==> src/rtl/serial_alu_pkg.sv <==
// ============================================================================
// Module   : serial_alu_pkg
// Purpose  : Shared op-code and FSM state encodings for the bit-serial ALU.
// Revision : 1.0 - initial release
// ============================================================================
`default_nettype none

package serial_alu_pkg;

  typedef enum logic [1:0] {
    OP_NOR = 2'b00,
    OP_XOR = 2'b01,
    OP_ADD = 2'b10,
    OP_SUB = 2'b11
  } op_e;

  typedef enum logic [1:0] {
    IDLE  = 2'b00,
    SHIFT = 2'b01,
    DONE  = 2'b10
  } state_e;

endpackage

`default_nettype wire

==> src/rtl/serial_bit_slice.sv <==
// ============================================================================
// Module   : serial_bit_slice
// Purpose  : Combinational 1-bit ALU slice (NOR / XOR / ADD / SUB).
// Revision : 1.0 - initial release
// ============================================================================
`default_nettype none

module serial_bit_slice
  import serial_alu_pkg::*;
(
  input  logic       ai,
  input  logic       bi,
  input  logic       ci,
  input  logic [1:0] op,
  output logic       si,
  output logic       co
);

  op_e w_op;
  assign w_op = op_e'(op);

  always_comb begin
    si = 1'b0;
    co = 1'b0;
    case (w_op)
      OP_NOR: si = ~(ai | bi);
      OP_XOR: si = ai ^ bi;
      OP_ADD: begin
        si = ai ^ bi ^ ci;
        co = (ai & bi) | (ai & ci) | (bi & ci);
      end
      OP_SUB: begin
        // a + ~b + 1: the initial carry of 1 is loaded by the controller
        si = ai ^ ~bi ^ ci;
        co = (ai & ~bi) | (ai & ci) | (~bi & ci);
      end
      default: begin
        si = 1'b0;
        co = 1'b0;
      end
    endcase
  end

endmodule

`default_nettype wire

==> src/rtl/serial_alu.sv <==
// ============================================================================
// Module   : serial_alu
// Purpose  : Bit-serial ALU, one bit per cycle LSB first; optional signed
//            overflow output enabled by SERIAL_ALU_OVF_EN.
// Revision : 1.0 - initial release
// ============================================================================
`default_nettype none

module serial_alu
  import serial_alu_pkg::*;
#(
  parameter int WIDTH = 8
) (
  input  logic             clk,
  input  logic             rst_n,
  input  logic             start,
  input  logic [1:0]       op,
  input  logic [WIDTH-1:0] a,
  input  logic [WIDTH-1:0] b,
  output logic             busy,
  output logic             done,
  output logic [WIDTH-1:0] result,
  output logic             cout,
  output logic             zero
`ifdef SERIAL_ALU_OVF_EN
  ,
  output logic             ovf
`endif
);

  localparam int c_cnt_w = $clog2(WIDTH);

  state_e             r_state;
  state_e             w_next;
  logic [WIDTH-1:0]   r_a;
  logic [WIDTH-1:0]   r_b;
  logic [1:0]         r_op;
  logic [c_cnt_w-1:0] r_cnt;
  logic               r_carry;
  logic [WIDTH-1:0]   r_result;
  logic               r_cout;
  logic               w_si;
  logic               w_co;
  logic               w_last;

  serial_bit_slice u_slice (
    .ai (r_a[0]),
    .bi (r_b[0]),
    .ci (r_carry),
    .op (r_op),
    .si (w_si),
    .co (w_co)
  );

  assign w_last = (r_cnt == c_cnt_w'(WIDTH - 1));

  always_ff @(posedge clk) begin
    if (!rst_n) r_state <= IDLE;
    else        r_state <= w_next;
  end

  always_comb begin
    w_next = r_state;
    case (r_state)
      IDLE:    if (start)  w_next = SHIFT;
      SHIFT:   if (w_last) w_next = DONE;
      DONE:    w_next = IDLE;
      default: w_next = IDLE;
    endcase
  end

  // r_a doubles as the result accumulator: slice output enters at the MSB
  // while operand bits leave at the LSB.
  always_ff @(posedge clk) begin
    if (!rst_n) begin
      r_a      <= '0;
      r_b      <= '0;
      r_op     <= 2'b00;
      r_cnt    <= '0;
      r_carry  <= 1'b0;
      r_result <= '0;
      r_cout   <= 1'b0;
    end else begin
      case (r_state)
        IDLE: begin
          if (start) begin
            r_a     <= a;
            r_b     <= b;
            r_op    <= op;
            r_cnt   <= '0;
            r_carry <= op[1] & op[0];
          end
        end
        SHIFT: begin
          r_a     <= {w_si, r_a[WIDTH-1:1]};
          r_b     <= {1'b0, r_b[WIDTH-1:1]};
          r_carry <= w_co;
          r_cnt   <= r_cnt + c_cnt_w'(1);
          if (w_last) begin
            r_result <= {w_si, r_a[WIDTH-1:1]};
            r_cout   <= w_co;
          end
        end
        default: begin
        end
      endcase
    end
  end

`ifdef SERIAL_ALU_OVF_EN
  logic r_ovf;

  // Signed overflow: carry into the MSB differs from carry out of it.
  always_ff @(posedge clk) begin
    if (!rst_n) begin
      r_ovf <= 1'b0;
    end else if (r_state == SHIFT && w_last) begin
      r_ovf <= r_op[1] & (r_carry ^ w_co);
    end
  end

  assign ovf = r_ovf;
`endif

  assign busy   = (r_state != IDLE);
  assign done   = (r_state == DONE);
  assign result = r_result;
  assign cout   = r_cout;
  assign zero   = (r_result == '0);

endmodule

`default_nettype wire

==> config.mk <==
export PLATFORM = sky130hd
export DESIGN_NAME = serial_alu
export DESIGN_NICKNAME = d
export VERILOG_FILES = /design/src/rtl/serial_alu_pkg.sv /design/src/rtl/serial_bit_slice.sv /design/src/rtl/serial_alu.sv
export SDC_FILE = /design/constraint.sdc
export NUM_CORES = 1
export LEC_CHECK = 0
export ABC_CLOCK_PERIOD_IN_PS = 1690
export CORE_ASPECT_RATIO = 1.4
export CORE_UTILIZATION = 25
export DETAILED_ROUTE_END_ITERATION = 10
export GPL_ROUTABILITY_DRIVEN = 1
export SLEW_MARGIN = 20
export SYNTH_ARGS = -nofsm -noshare
export SYNTH_HDL_FRONTEND = slang
export SYNTH_SLANG_ARGS = --single-unit
==> constraint.sdc <==
create_clock -name clk -period 1.69 [get_ports clk]
set_clock_uncertainty 0.05 [all_clocks]
set_input_delay 0.169 -clock clk [delete_from_list [all_inputs] [get_ports clk]]
set_output_delay 0.169 -clock clk [all_outputs]
set_load 0.01 [all_outputs]
======== Word level (Yosys, flattened, before mapping) ========
Index checks and enable logic that the tools add are counted.
cells by class
  add/sub/neg operators ................... 1
  equality and inequality tests ........... 8
  mux-type cells .......................... 13
  bitwise gates (word level) .............. 17
  reductions and logical operators ........ 9
operator list
  kind                                                  number
  one-hot mux 8 bit (2 select lines)                    2
  2-to-1 mux 8 bit                                      2
  logical NOT 8 bit                                     1
  AND reduction 2 bit                                   4
  bitwise AND 1 bit                                     6
  equality test 2 bit (second input constant)           3
  one-hot mux 3 bit (2 select lines)                    1
  bitwise OR 1 bit                                      5
  equality test 2 x 1 -> 1 bit (second input constant)  2
  logical NOT 2 bit                                     2
  2-to-1 mux 2 bit                                      2
  inequality test 2 bit (second input constant)         2
  one-hot mux 1 bit (2 select lines)                    2
  one-hot mux 1 bit (4 select lines)                    1
  one-hot mux 2 bit (2 select lines)                    1
  nonzero test 2 bit                                    2
  bitwise XOR 1 bit                                     4
  adder 3 x 1 -> 3 bit (second input constant)          1
  equality test 3 bit (second input constant)           1
  2-to-1 mux 3 bit                                      1
  NOT 1 bit                                             2
  2-to-1 mux 1 bit                                      1
storage, ports and cells
  register bits after elaboration ......... 33
  input bits .............................. 21
  output and inout port bits .............. 12
  logic and storage cells ................. 56

======== Logic depth before layout (Yosys ltp) ========
  depth after elaboration ................. 6
  gate-level depth with buffers ........... 7
  gate-level depth less buffers ........... 6

======== Hierarchy ========
A second synthesis with hierarchy kept.
second synthesis, totals
  cell total of the unflattened synthesis .. 187
  area, all modules ....................... 1604.0 sq um
by module, submodules not included
  module            times used  cells an instance  area an instance (sq um)  sequential area each (sq um)
  serial_alu        1           169                1476.4                    660.6
  serial_bit_slice  1           18                 127.6                     0.0

======== Worst setup path after synthesis ========
OpenSTA, ideal clock, no wires.
  kind .................................... register -> register
  start point ............................. register r_b[0]
  end point ............................... register r_a[7]
  setup time .............................. 0.121 ns
  data arrival time ....................... 1.272 ns
  data required time ...................... 1.519 ns
  slack ................................... 0.248 ns
  stages on the path, launching flop included .. 7
  buffers on the path ..................... 0
  clock period less this slack ............ 1.442 ns
  cells stage by stage .................... dfxtp_1 -> inv_1 -> ha_1 -> nand2_1 -> mux2_2 -> o22ai_1 -> o2bb2ai_1
on the way
  cells in the longest elaborated chain, start to end .. 5
  elaborated cells on any way between the ends .. 9
  those cells by class .................... mux: 2; bitwise: 7
RTL lines
  what                                  line                    text
  start, declared                       serial_alu.sv:36        logic [WIDTH-1:0] r_b;
  start signal, assigned                serial_alu.sv:96        r_b <= {1'b0, r_b[WIDTH-1:1]};
  NOT 1 bit                             serial_bit_slice.sv:34  si = ai ^ ~bi ^ ci;
  bitwise XOR 1 bit (2 in a row)        serial_bit_slice.sv:34
  one-hot mux 1 bit (4 select lines) *  serial_bit_slice.sv:25  case (w_op)
  one-hot mux 8 bit (2 select lines) *  serial_alu.sv:84        case (r_state)
  end signal, assigned                  serial_alu.sv:95        r_a <= {w_si, r_a[WIDTH-1:1]};
  end, declared                         serial_alu.sv:35        logic [WIDTH-1:0] r_a;
Every way passes the cells marked *; elsewhere a longest branch is shown, timed or not.
A chain may end at the register's enable or synchronous reset.

======== Final worst setup path ========
  start point ............................. register r_state[1]
  end point ............................... output busy
on the way
  cells in the longest elaborated chain, start to end .. 1
RTL lines
  what                    line               text
  start, declared         serial_alu.sv:33   state_e r_state;
  start signal, assigned  serial_alu.sv:59   else r_state <= w_next;
  nonzero test 2 bit      serial_alu.sv:125  assign busy = (r_state != IDLE);
  end, declared           serial_alu.sv:20   output logic busy,
No other way between the ends.

==> metrics.md <==
| Metric | Value |
|---|---|
| Status | finished clean |
| Critical path depth in cells | 2 |
| Synth area leader | dfxtp_1 |
| Seq/Total Area, Yosys | 41.48% |
| PortBufs | 32 |
| Simple-gate share of the synthesized area | 27.65% |
| Compound-Gate Fraction of Synth Area | a little under a fifth |
| Vias in the first global route | roughly 1,300 |
| Mapped Avg Cell Area | 8.383 µm² |
| Fin. Hold Viols | 0 |
| Most numerous cell in the Yosys netlist | nand2_1 |
| Tmin final | about 1.6 ns |
| Clock Power Share | between 30% and 40% |
| Syn_nets | 216 |
| Synth Warn # | 0 |
| Die area | about 0.0067 mm² |
| CTS tree | yes |
| DP Wirelength | 2.741 mm |
| Fmax | 611.5 MHz |
| Setup-failing EPs final | 0 |
| Critical Path Fanout Max | 8 |
| Global Route Usage Sum | between 10% and 20% |
| Antenna Nets Post-Route | 0 |
| Predominant post-synthesis flop cell | dfxtp_1 |
| Worst setup margin | approximately 0.055 ns |
| WL met2 | approximately 1.8 mm |
| WL per Instance | roughly 12 µm |
| CTS H-tree depth | 2 |
| Top cells by area, synth | dfxtp_1 (41%), nand2_1 (12%), o211a_1 (7.5%) |
| Sequential fraction of design power | about 51% |
| Startpoint of the worst hold path | r_a[2]$_SDFFE_PN0P_ |
| CP required | approximately 1.5 ns |
| Initial Utilization | 25.82% |
| Synth unique cells | 38 |
| WL met3 | 106 µm |
| Highest metal used | met4 |
| M1 wire length | 1.572 mm |
| Core Box Area | about 0.0062 mm² |
| Hold Path Class | register to register |
| Layout Nets | 259 |
| Die Y | roughly 96 µm |
| Largest net degree at the start of global routing | 25 |
| Cell family with most CP delay | buffers and inverters |
| Critical Path Start Type | register |
| EDFF count, synth | 0 |
| Post-Syn Instances | 190 |
| Post-synthesis cell area | around 0.0016 mm² |
| # IOs | 33 |
| Layout filler cell count | 632 |
| PwrDens | slightly below 800 mW/mm² |
| Grt ovf | 0 |
| Cell-by-cell trace of the critical path | or2_2, clkdlybuf4s50_1 |
| Root Driver | clkbuf_8 |
| Cts hold-fix bufs | 0 |
| WP buf/inv | 1 |
| Top cell type's share of synthesized area | approximately two fifths |
| Worst-Margin Slew | 0.5445 ns |
| Main combinational cell family by area after synthesis | simple AND/OR/NAND/NOR gates |
| Reg2reg setup slack | 0.13 ns |
| Seq cells post-synth | 33 |
| Antenna Cells | 0 |
| Total CTS buffers | 5 |
| Worst r2r path cells | 6 |
| Vias | approximately 1,400 |
| Dpl ws | between 0.003 and 0.004 ns |
| Hold Path Stages | 2 |
| Post-synthesis adder-cell area fraction | between 3 and 4% |
| Critical path arrival | between 1 and 1.5 ns |
| Slew headroom | 63.24% |
| RSZ-0062 raised after global routing | false |
| Synth cell count leaders | nand2_1 (52), dfxtp_1 (33), nand3_1 (15), o211a_1 (12) |
| Switching Fraction | roughly a quarter |
| CP Class | register to output pin |
| Worst path max stage delay | roughly 0.48 ns |
| RePlAce Congestion | roughly 0.74 |
| Die extent in x | 69.46 µm |
| Multiplexer area fraction after synthesis | a little over 2% |
| CP endpoint kind | output pin |
| DRC Markers | 0 |
| Max Cap Viol | 0 |
| Hold EP | result[1]$_SDFFE_PN0P_ |
| Asr flop ratio synth | 0% |
| Clock sinks | 33 |
| Int Power | roughly 1200 µW |
| RR Endpoint | result[7]$_SDFFE_PN0P_ |
| XOR/XNOR share of the synthesized area | 0% |
| Initial antenna violation count | 0 |
| Total power | ~1700 µW |
| Max-slew violation count | 0 |
| Switch Pwr | approximately 440 µW |
| Row count | 34 |
| Period utilisation layout | between 90% and 100% |
| Area delta synth->final | 34.41% |
| Maximum vdd drop | between 0.0003 and 0.0004 V |
| Logic pwr share | between 10% and 20% |
| DRT iter0 DRCs | 32 |
| Clk buf depth | 2 |
| Vias per std cell | ~4.7 |
| Leak Pwr | around 0.00096 µW |
| DRT Wirelength | 3.592 mm |
| Drt pass-1 iters | 4 |
| Clk pin slew, worst setup/hold paths | ~0.07 ns |
| Later-pin clock latency in the skew report | ~0.28 ns |
| Reg-to-Reg Start | r_a[0]$_SDFFE_PN0P_ |
| First-pass GRT wire length | a little over 6 mm |
| CP max-delay cell | clkdlybuf4s50_1 |
| Share of cells above drive strength 1 | between 10 and 15% |
-- tightest hold or removal path: cells and delay by family (launching register included) --
kind / cells / cell delay (ns)
AOI/OAI and AO/OA: 1 / 0.05
DFF: 1 / 0.32
and+or+nand+nor: 1 / 0.06
-- power by group through the flow --
stage,Sequential (µW),Combinational [µW],Clock [µW]
after detailed placement,871,257,0
after floorplan,860,165,0
after global routing,860,289,624
after global placement,870,254,0
after CTS,854,258,586
final,854,258,571
-- cell usage in the layout, fill, tap and decap left out, types with 2 or more instances in the layout --
| cell | Yosys | layout |
|---|---|---|
| nand2_1 | 52 | 52 |
| dfxtp_1 | 33 | 31 |
| clkdlybuf4s50_1 | 0 | 31 |
| nand3_1 | 15 | 15 |
| buf_4 | 4 | 14 |
| o211a_1 | 12 | 12 |
| inv_1 | 6 | 6 |
| nor2b_1 | 6 | 6 |
| o21ai_0 | 6 | 6 |
| nor2_1 | 5 | 5 |
| ha_1 | 5 | 5 |
| clkbuf_8 | 0 | 5 |
| a21boi_0 | 4 | 4 |
| a21boi_1 | 3 | 3 |
| a22oi_1 | 3 | 3 |
| a21oi_1 | 3 | 3 |
| or4_1 | 2 | 2 |
| and2_1 | 2 | 2 |
| nor3b_1 | 2 | 2 |
| mux2_2 | 2 | 2 |
| and3_1 | 2 | 2 |
| clkinv_2 | 0 | 2 |
| dfxtp_2 | 0 | 2 |
-- layout make-up --
class                      instances  area (µm²)  share of cell area, %
tap                               72       90.09                  4.208
clock inverter                     2       10.01                 0.4676
multi-input combinational        140       842.1                  39.33
inverter                           6       22.52                  1.052
sequential                        33       663.1                  30.98
clock buffer                       6       72.57                  3.390
timing repair buffer              47       440.4                  20.57
-- kinds of logic (layout without fill, tap and decap cells) --
logic type,Yosys count,count (layout)
buffers and inverters,17,61
DFF,33,33
adders and majority gates,5,5
AOI/OAI and AO/OA,39,39
muxes,3,3
and+or+nand+nor,93,93
-- worst max path at each step --
stage / from / to / slack [ns]
2_1_floorplan: r_b[0]$_SDFFE_PN0P_ / r_a[7]$_SDFFE_PN0P_ / 0.25
3_3_place_gp: result[7]$_SDFFE_PN0P_ / zero / -0.006
3_5_place_dp: result[7]$_SDFFE_PN0P_ / zero / 0.003
4_1_cts: r_state[1]$_SDFFE_PN0P_ / busy / 0.04
5_1_grt: r_state[1]$_SDFFE_PN0P_ / busy / 0.008
6_report: r_state[1]$_SDFFE_PN0P_ / busy / 0.05
-- registers in the layout, indices dropped and copies added, names as in the netlist --
register,cells
r_carry,1
r_a,8
r_op,2
r_b,8
result,8
r_cnt,3
r_state,2
cout,1
-- repair_timing --
action / 4_1_cts / 5_1_grt
setup buffers: 0 / 0
setup endpoints to repair: 3 / 2
pin swaps: 0 / 0
resized for setup: 6 / 1
-- through the flow --
step / TNS [ns] / util (%) / hold WS, ns / instance area, µm² / cells
after floorplan: 0 / - / 0.2307 / 1593 / 190
after global routing: 0 / 34.71 / 0.4452 / 2141 / 306
after detailed placement: 0 / 33.31 / 0.4159 / 2054 / 298
after CTS: 0 / 34.60 / 0.4199 / 2135 / 306
final: 0 / 34.71 / 0.4185 / 2141 / 306
after global placement: -0.005747 / 33.31 / 0.4087 / 2054 / 298
-- per-layer routing --
layer | up-vias | track usage (%)
li1 | 739 | -
met1 | 671 | 12.04
met2 | 19 | 21.20
met3 | 6 | 2.593
met4 | 0 | 6.122
met5 | - | 0
Note: power is estimated with default switching activity, not from simulation.
